$ cat config.mk
export PLATFORM = sky130hd
export DESIGN_NAME = uart_tx_arbiter_flat
export DESIGN_NICKNAME = d
export VERILOG_FILES = /design/src/rtl/uart_tx_arbiter_if.sv /design/src/rtl/uart_tx_arbiter.sv /design/src/flat_wrapper.sv
export SDC_FILE = /design/constraint.sdc
export NUM_CORES = 1
export LEC_CHECK = 0
export CORE_AREA = 2 2 96 98
export CTS_BUF_LIST = sky130_fd_sc_hd__clkbuf_4 sky130_fd_sc_hd__clkbuf_8
export CTS_CLUSTER_DIAMETER = 40
export DETAILED_ROUTE_END_ITERATION = 8
export DIE_AREA = 0 0 98 100
export GPL_ROUTABILITY_DRIVEN = 0
export HOLD_SLACK_MARGIN = 0.1
export PLACE_DENSITY = 0.59
export SYNTH_ARGS = -nofsm -noshare
export SYNTH_HDL_FRONTEND = slang
export SYNTH_SLANG_ARGS = --single-unit
$ cat constraint.sdc
create_clock -name clk_sys -period 2.45 [get_ports clk_sys]
set_input_delay 0.49 -clock clk_sys [delete_from_list [all_inputs] [get_ports clk_sys]]
set_output_delay 0.49 -clock clk_sys [all_outputs]
set_load 0.005 [all_outputs]
$ cat src/rtl/uart_tx_arbiter_if.sv
// Signal bundle between the two UART sources, the user select and the arbitrated TX pin.
interface uart_tx_arbiter_if;
  logic sel;
  logic tx_midi;
  logic tx_esp;
  logic uart_tx;
  logic cur_src;
  logic switching;
  logic forced;
  logic sof;

  modport master (
    output sel, tx_midi, tx_esp,
    input  uart_tx, cur_src, switching, forced, sof
  );

  modport slave (
    input  sel, tx_midi, tx_esp,
    output uart_tx, cur_src, switching, forced, sof
  );
endinterface

$ cat src/rtl/uart_tx_arbiter.sv
// Glitch-free UART_TX source arbiter: defers a select change until the current line is idle
// (or a drain timeout expires), then holds the pin high for a guard gap before reconnecting.
module uart_tx_arbiter #(
  parameter int unsigned IDLE_CYC      = 11000,
  parameter int unsigned GUARD_CYC     = 2000,
  parameter int unsigned MAX_DRAIN_CYC = 60000,
  parameter int unsigned CW            = 16
) (
  input logic              clk_sys,
  input logic              reset,
  uart_tx_arbiter_if.slave bus
);

  typedef enum logic [1:0] {StActive, StDrain, StGuard} state_e;

  localparam logic [CW-1:0] IdleMax   = CW'(IDLE_CYC);
  localparam logic [CW-1:0] GuardLast = CW'(GUARD_CYC - 1);
  localparam logic [CW-1:0] DrainLast = CW'(MAX_DRAIN_CYC - 1);

  state_e        state_q, state_d;
  logic          cur_src_q, cur_src_d;
  logic [CW-1:0] idle_cnt_q, idle_cnt_d;
  logic [CW-1:0] drain_cnt_q, drain_cnt_d;
  logic [CW-1:0] guard_cnt_q, guard_cnt_d;
  logic          uart_tx_q, uart_tx_d;
  logic          forced_q, forced_d;
  logic          sof_q, sof_d;
  logic          line_prev_q;
  logic          switching_q;
  logic          line;
  logic          idle_ok;

  assign line    = cur_src_q ? bus.tx_esp : bus.tx_midi;
  assign idle_ok = (idle_cnt_q == IdleMax);

  always_comb begin
    state_d     = state_q;
    cur_src_d   = cur_src_q;
    drain_cnt_d = drain_cnt_q;
    guard_cnt_d = guard_cnt_q;
    uart_tx_d   = line;
    forced_d    = 1'b0;
    sof_d       = 1'b0;
    if (!line) begin
      idle_cnt_d = '0;
    end else if (idle_ok) begin
      idle_cnt_d = idle_cnt_q;
    end else begin
      idle_cnt_d = idle_cnt_q + CW'(1);
    end

    case (state_q)
      StActive: begin
        sof_d = line_prev_q & ~line;
        if (bus.sel != cur_src_q) begin
          state_d     = StDrain;
          drain_cnt_d = '0;
        end
      end
      StDrain: begin
        drain_cnt_d = drain_cnt_q + CW'(1);
        if (bus.sel == cur_src_q) begin
          state_d = StActive;
        end else if (idle_ok) begin
          state_d     = StGuard;
          guard_cnt_d = '0;
        end else if (drain_cnt_q == DrainLast) begin
          // Source stuck low (break): give up waiting and switch anyway.
          state_d     = StGuard;
          guard_cnt_d = '0;
          forced_d    = 1'b1;
        end
      end
      StGuard: begin
        uart_tx_d   = 1'b1;
        guard_cnt_d = guard_cnt_q + CW'(1);
        if (guard_cnt_q == GuardLast) begin
          cur_src_d  = bus.sel;
          idle_cnt_d = '0;
          state_d    = StActive;
        end
      end
      default: state_d = StActive;
    endcase
  end

  always_ff @(posedge clk_sys) begin
    if (reset) begin
      state_q     <= StActive;
      cur_src_q   <= bus.sel;
      idle_cnt_q  <= '0;
      drain_cnt_q <= '0;
      guard_cnt_q <= '0;
      uart_tx_q   <= 1'b1;
      forced_q    <= 1'b0;
      sof_q       <= 1'b0;
      line_prev_q <= 1'b1;
      switching_q <= 1'b0;
    end else begin
      state_q     <= state_d;
      cur_src_q   <= cur_src_d;
      idle_cnt_q  <= idle_cnt_d;
      drain_cnt_q <= drain_cnt_d;
      guard_cnt_q <= guard_cnt_d;
      uart_tx_q   <= uart_tx_d;
      forced_q    <= forced_d;
      sof_q       <= sof_d;
      line_prev_q <= line;
      switching_q <= (state_d != StActive);
    end
  end

  assign bus.uart_tx   = uart_tx_q;
  assign bus.cur_src   = cur_src_q;
  assign bus.switching = switching_q;
  assign bus.forced    = forced_q;
  assign bus.sof       = sof_q;

endmodule

$ cat src/flat_wrapper.sv
// flat-port wrapper written by rule: the top's interface ports become plain ports
module uart_tx_arbiter_flat 
#(
  parameter int unsigned IDLE_CYC      = 11000,
  parameter int unsigned GUARD_CYC     = 2000,
  parameter int unsigned MAX_DRAIN_CYC = 60000,
  parameter int unsigned CW            = 16
)
  (clk_sys, reset, bus_sel, bus_tx_midi, bus_tx_esp, bus_uart_tx, bus_cur_src, bus_switching, bus_forced, bus_sof);
  uart_tx_arbiter_if bus_i ();
  input logic clk_sys;
  input logic reset;
  input wire logic [$bits(bus_i.sel)-1:0] bus_sel;
  input wire logic [$bits(bus_i.tx_midi)-1:0] bus_tx_midi;
  input wire logic [$bits(bus_i.tx_esp)-1:0] bus_tx_esp;
  output wire logic [$bits(bus_i.uart_tx)-1:0] bus_uart_tx;
  output wire logic [$bits(bus_i.cur_src)-1:0] bus_cur_src;
  output wire logic [$bits(bus_i.switching)-1:0] bus_switching;
  output wire logic [$bits(bus_i.forced)-1:0] bus_forced;
  output wire logic [$bits(bus_i.sof)-1:0] bus_sof;
  assign bus_i.sel = bus_sel;
  assign bus_i.tx_midi = bus_tx_midi;
  assign bus_i.tx_esp = bus_tx_esp;
  assign bus_uart_tx = bus_i.uart_tx;
  assign bus_cur_src = bus_i.cur_src;
  assign bus_switching = bus_i.switching;
  assign bus_forced = bus_i.forced;
  assign bus_sof = bus_i.sof;
  uart_tx_arbiter #(.IDLE_CYC(IDLE_CYC), .GUARD_CYC(GUARD_CYC), .MAX_DRAIN_CYC(MAX_DRAIN_CYC), .CW(CW)) u_core (.clk_sys(clk_sys), .reset(reset), .bus(bus_i));
endmodule
Yosys cells after proc, flatten, opt, wreduce, memory -nomap -nowiden

Index checks and enable logic that the tools add are counted.

Bits in registers: 56
Bits of input ports: 5
Output and inout port bits: 5
Logic and storage cells: 60

$add $sub $neg: 3
Eq/ne operators: 10
Multiplexer cells: 21
Bitwise operators: 4
Reduce and logical (&&, ||, !) cells: 12

Operators with widths:

| operator                                         | number |
|---|---|
| two-way mux 16 bit                               | 8 |
| one-hot mux 16 bit (2 select lines)              | 2 |
| adder 16 x 1 -> 16 bit (second input constant)   | 3 |
| == test 16 x 11 -> 1 bit (second input constant) | 1 |
| == test 16 x 14 -> 1 bit (second input constant) | 1 |
| == test 16 bit (second input constant)           | 1 |
| two-way mux 2 bit                                | 5 |
| nonzero test 2 bit                               | 5 |
| one-hot mux 2 bit (3 select lines)               | 1 |
| two-way mux 1 bit                                | 5 |
| AND reduction 2 bit                              | 2 |
| OR reduction 2 bit                               | 2 |
| OR reduction 4 bit                               | 1 |
| != test 3 x 1 -> 1 bit (second input constant)   | 1 |
| inverter 1 bit                                   | 3 |
| AND reduction 3 bit                              | 1 |
| == test 2 x 1 -> 1 bit (second input constant)   | 1 |
| == test 2 bit (second input constant)            | 1 |
| logical NOT 2 bit                                | 1 |
| != test 2 x 1 -> 1 bit (second input constant)   | 1 |
| != test 2 bit (second input constant)            | 1 |
| AND 1 bit                                        | 1 |
| == test 1 bit                                    | 1 |
| != test 1 bit                                    | 1 |

Longest topological paths before layout

Word-level depth: 6
Gate-level depth with buffers: 9
Mapped depth without buffers: 7

Worst setup path after synthesis

OpenSTA, ideal clock, no wires.

Kind: reg2reg
Start: register u_core.state_q[1]
End: register u_core.guard_cnt_q[14]
Setup time: 0.081 ns
Arrival time: 2.109 ns
Data required time: 2.369 ns
Setup slack: 0.260 ns
Stages on the path, launching flop included: 9
Path buffers: 2
Period minus slack after synthesis: 2.190 ns
Cells stage by stage: dfxtp_1 inv_1 ha_1 buf_2 inv_1 or4_1 buf_2 or4_1 a41oi_1

Longest elaborated chain between the ends: 3
Elaborated cells between the ends (all ways): 7
Those cells by class: eq/ne (4); mux (1); reduce/logical (2)

Ends and longest elaborated chain:

| element                                                         | RTL line               | text |
|---|---|---|
| from (decl)                                                     | uart_tx_arbiter.sv:20  | `state_e state_q, state_d;` |
| from (signal assigned)                                          | uart_tx_arbiter.sv:89  | `state_q <= StActive;` |
| from (signal assigned)                                          | uart_tx_arbiter.sv:100 | `state_q <= state_d;` |
| == test 2 x 1 -> 1 bit / == test 2 bit (equally long branches)  | uart_tx_arbiter.sv:52  | `case (state_q)` |
| != test 3 x 1 -> 1 bit (no source line) (tied with other cells) | --                     |  |
| AND reduction 3 bit (no source line)                            | --                     |  |
| to (signal assigned)                                            | uart_tx_arbiter.sv:104 | `guard_cnt_q <= guard_cnt_d;` |
| to (decl)                                                       | uart_tx_arbiter.sv:24  | `logic [CW-1:0] guard_cnt_q, guard_cnt_d;` |

Parallel ways exist; a longest one is shown, timed or not.
A chain may end at the register's enable or synchronous reset.

Worst setup path after layout

Same ends and word-level chain as after synthesis.

==> flow_metrics.py <==
metrics = {
    "routing": {
        "drt_iter0_drc": 174,
        "wirelength_um": 6799,
        "detail-route-antenna-nets": 0,
        "vias": 2577,
        "wl_per_cell_um": 14.28,
        "via_per_inst": 5.414,
        "drc": 0,
        "drt_pass1_iterations": 4,
    },
    "logic_synthesis": {
        "synthArstFlopShare": 0,
        "synth.yosys.seq_area_share": 0.3852,
        "syn_avg_cell_area_um2": 8.463,
        "ys_seq_elements": 56,
        "netlist_instances": 347,
        "synthFlopType": "dfxtp_1",
        "yosysUniqueCellTypes": 56,
        "syn_area_um2": 2937,
        "yosysWarnings": 0,
        "synth_edf_count": 1,
        "syn_nets": 360,
    },
    "grt": {
        "gr-total-overflow": 0,
        "globalRouteTotalUtil": 0.1437,
        "grt_pass1_vias": 2383,
        "grt_pass1_wl_um": 11710,
        "antenna_found_initial": 0,
        "grt_max_degree": 20,
    },
    "timing": {
        "fin_crit_sh": 0.9234,
        "fin_worst_skew_ps": 9.692,
        "setup_viol": 0,
        "worstMarginPinSlew_ps": 586.3,
        "setup_ws_ps": 187.7,
        "slew_headroom": 0.6079,
        "hold_viol_final": 0,
        "rsz0062_at_grt": "no",
        "fin_crit_ps": 2262,
        "final_max_slew_viol_count": 0,
        "finalSetupTns_ps": 0,
        "clock.fmax_mhz": 442.0,
    },
    "clock_network": {
        "clk_latency_ps": 320,
        "clkTransAtPathRegs_ps": 110,
        "clock_path_buffers": 2,
        "cts.hold.buffers_added": 0,
        "cts_tree": "yes",
        "cts_buffers": 5,
        "cts_setup_buffers": 0,
        "clock_sinks": 56,
        "cts-root-buf": "clkbuf_8",
        "htreeDepth": 2,
    },
    "min_path": {
        "hold_class": "flop to flop",
    },
    "job": {
        "cap_violations": 0,
    },
    "worst_setup_path": {
        "cp-start-kind": "flop",
        "crit_required_ps": 2690,
        "crit_family": "simple AND/OR/NAND/NOR gates",
        "crit_top_cell": "inv_1",
        "worst_path_max_delay_cell": "or4_4",
        "max_stage_delay_ps": 590,
        "worstSetupEndpointType": "flop",
        "crit_fanout": 7,
        "critPathArrivalTime_ps": 2510,
        "crit_buf_inv": 2,
        "path_cells": "inv_1, ha_1, inv_1, or4_4, or4_1, a41oi_1",
        "worstSetupPathType": "flop to flop",
    },
    "layout": {
        "register_area_um2": 1131,
        "multi_input_area_um2": 1680,
        "final_design_area_no_fill_um2": 3312,
        "instances_no_fill": 476,
        "nNetsFinal": 377,
        "diodes": 0,
        "layout-drive-gt1-share": 0.09041,
        "syn_to_final_growth_pct": 12.78,
        "final_core_util": 0.3726,
        "fill_cells": 933,
    },
    "placement": {
        "dpl_worst_slack_ps": 112.8,
        "dpl.cell_count": 468,
        "dpl.hpwl_um": 4929,
        "portBuffers": 9,
        "placed_area_um2": 3213,
    },
    "power": {
        "irDropWorstVdd_mv": 0.3352,
        "power_density_nw_per_um2": 518.9,
        "p_leak_nw": 1.112,
    },
    "outcome": {
        "status": "completed",
    },
    "floorplan": {
        "die_area_um2": 9800,
        "start_util": 0.3303,
        "boundaryPins": 10,
        "num_rows": 35,
        "die_y_um": 100,
        "die_w_um": 98,
        "fp.coreArea_um2": 8890,
    },
}
-- power by group --
| group | total, mW | switching, mW | internal (mW) |
|---|---|---|---|
| clock | 0.553 | 0.341 | 0.212 |
| combinational | 0.227 | 0.142 | 0.0849 |
| sequential | 0.939 | 0.0113 | 0.928 |
-- synthesized netlist by cell type, drive strengths merged (2+ instances only) --
master	number	area [um^2]
buf	6	35.03
nand3	23	115.1
o21ai	7	38.79
a2111o	2	22.52
or4b	2	20.02
and3	8	50.05
or2	3	18.77
nor2	44	165.2
o31ai	4	30.03
clkbuf	8	30.03
inv	17	63.81
nand3b	2	15.01
xor2	14	122.6
a21oi	17	85.08
mux2i	5	50.05
or3	3	18.77
or4	6	45.04
nand4	10	68.81
o32ai	4	35.03
xnor2	16	140.1
and4	6	52.55
dfxtp	55	1101
nor3	5	25.02
nor4	6	37.54
a31oi	4	25.02
a211oi	3	22.52
ha	8	100.1
nand2	28	105.1
o211ai	5	37.54
nor4bb	3	30.03
-- final cells by class --
| class | instances | share of cell area |
|---|---|---|
| clock buffer | 5 | 0.02078 |
| clock inverter | 3 | 0.007934 |
| inverter | 17 | 0.01927 |
| multi-input combinational | 260 | 0.5074 |
| sequential | 56 | 0.3415 |
| tap | 111 | 0.04193 |
| timing repair buffer | 24 | 0.06120 |
-- cells by family after synthesis --
group,share of synthesized area
and+or+nand+nor,0.2804
AOI/OAI and AO/OA,0.1461
DFF,0.3852
buffers and inverters,0.04388
xor gates and xnor gates,0.08948
adders and majority gates,0.03409
muxes,0.02088
-- worst paths after layout --
check,startpoint,end,slack [ps],cells after the start
worst max-delay path,u_core.state_q[1]$_SDFF_PP0_,u_core.guard_cnt_q[14]$_SDFFE_PP0P_,190,6
worst min-delay path,u_core.line_prev_q$_SDFF_PP1_,u_core.bus.sof$_SDFF_PP0_,490,1
worst max register to register,u_core.state_q[1]$_SDFF_PP0_,u_core.guard_cnt_q[14]$_SDFFE_PP0P_,190,6
worst min register to register,u_core.line_prev_q$_SDFF_PP1_,u_core.bus.sof$_SDFF_PP0_,490,1
-- cell usage in the layout (no fill, tap or decap), types with 3 or more instances in the layout --
cell type / n
mux2i_1: 5
nand2_1: 28
clkbuf_8: 5
and4_1: 6
a21oi_1: 17
o21ai_0: 6
xor2_1: 14
or2_2: 3
nor3_1: 5
o211ai_1: 5
nand3_1: 23
nand4_1: 9
nor4bb_1: 3
nor2_1: 44
dfxtp_1: 55
and3_1: 8
o31ai_1: 4
o32ai_1: 4
ha_1: 8
a31oi_1: 4
or3_1: 3
xnor2_1: 16
buf_4: 15
or4_1: 5
inv_1: 17
clkdlybuf4s50_1: 9
nor4_1: 6
a211oi_1: 3
-- metrics by stage --
| stage | total power [mW] | hold slack [ps] |
|---|---|---|
| 6_report | 1.719 | 489.3 |
| 3_3_place_gp | 1.183 | 459.5 |
| 4_1_cts | 1.740 | 489.6 |
| 2_1_floorplan | 1.098 | 436.7 |
| 5_1_grt | 1.799 | 513.7 |
| 3_5_place_dp | 1.186 | 451.8 |
-- metal layers --
layer | track usage | routed length, um | up-vias | share of wire
li1 | - | - | 1292 | -
met1 | 0.1969 | 3231 | 1247 | 0.48
met2 | 0.2366 | 3270 | 31 | 0.48
met3 | 0.02159 | 190 | 7 | 0.028
met4 | 0.04060 | 106 | 0 | 0.016
met5 | 0 | 0 | - | 0
-- state kept, by name (all words and copies together), names as in the netlist --
name and cells:
u_core.bus.forced 1, u_core.state_q 2, u_core.guard_cnt_q 16, u_core.bus.switching 1, u_core.line_prev_q 1, u_core.bus.uart_tx 1, u_core.drain_cnt_q 16, u_core.bus.cur_src 1
u_core.bus.sof 1, u_core.idle_cnt_q 16
-- repair_timing --
action | 4_1_cts | 5_1_grt
setup endpoints to repair | 0 | 1
endpoints found under the hold margin | 0 | 0
gates resized for setup | 0 | 1
(Power assumes the default switching activity.)
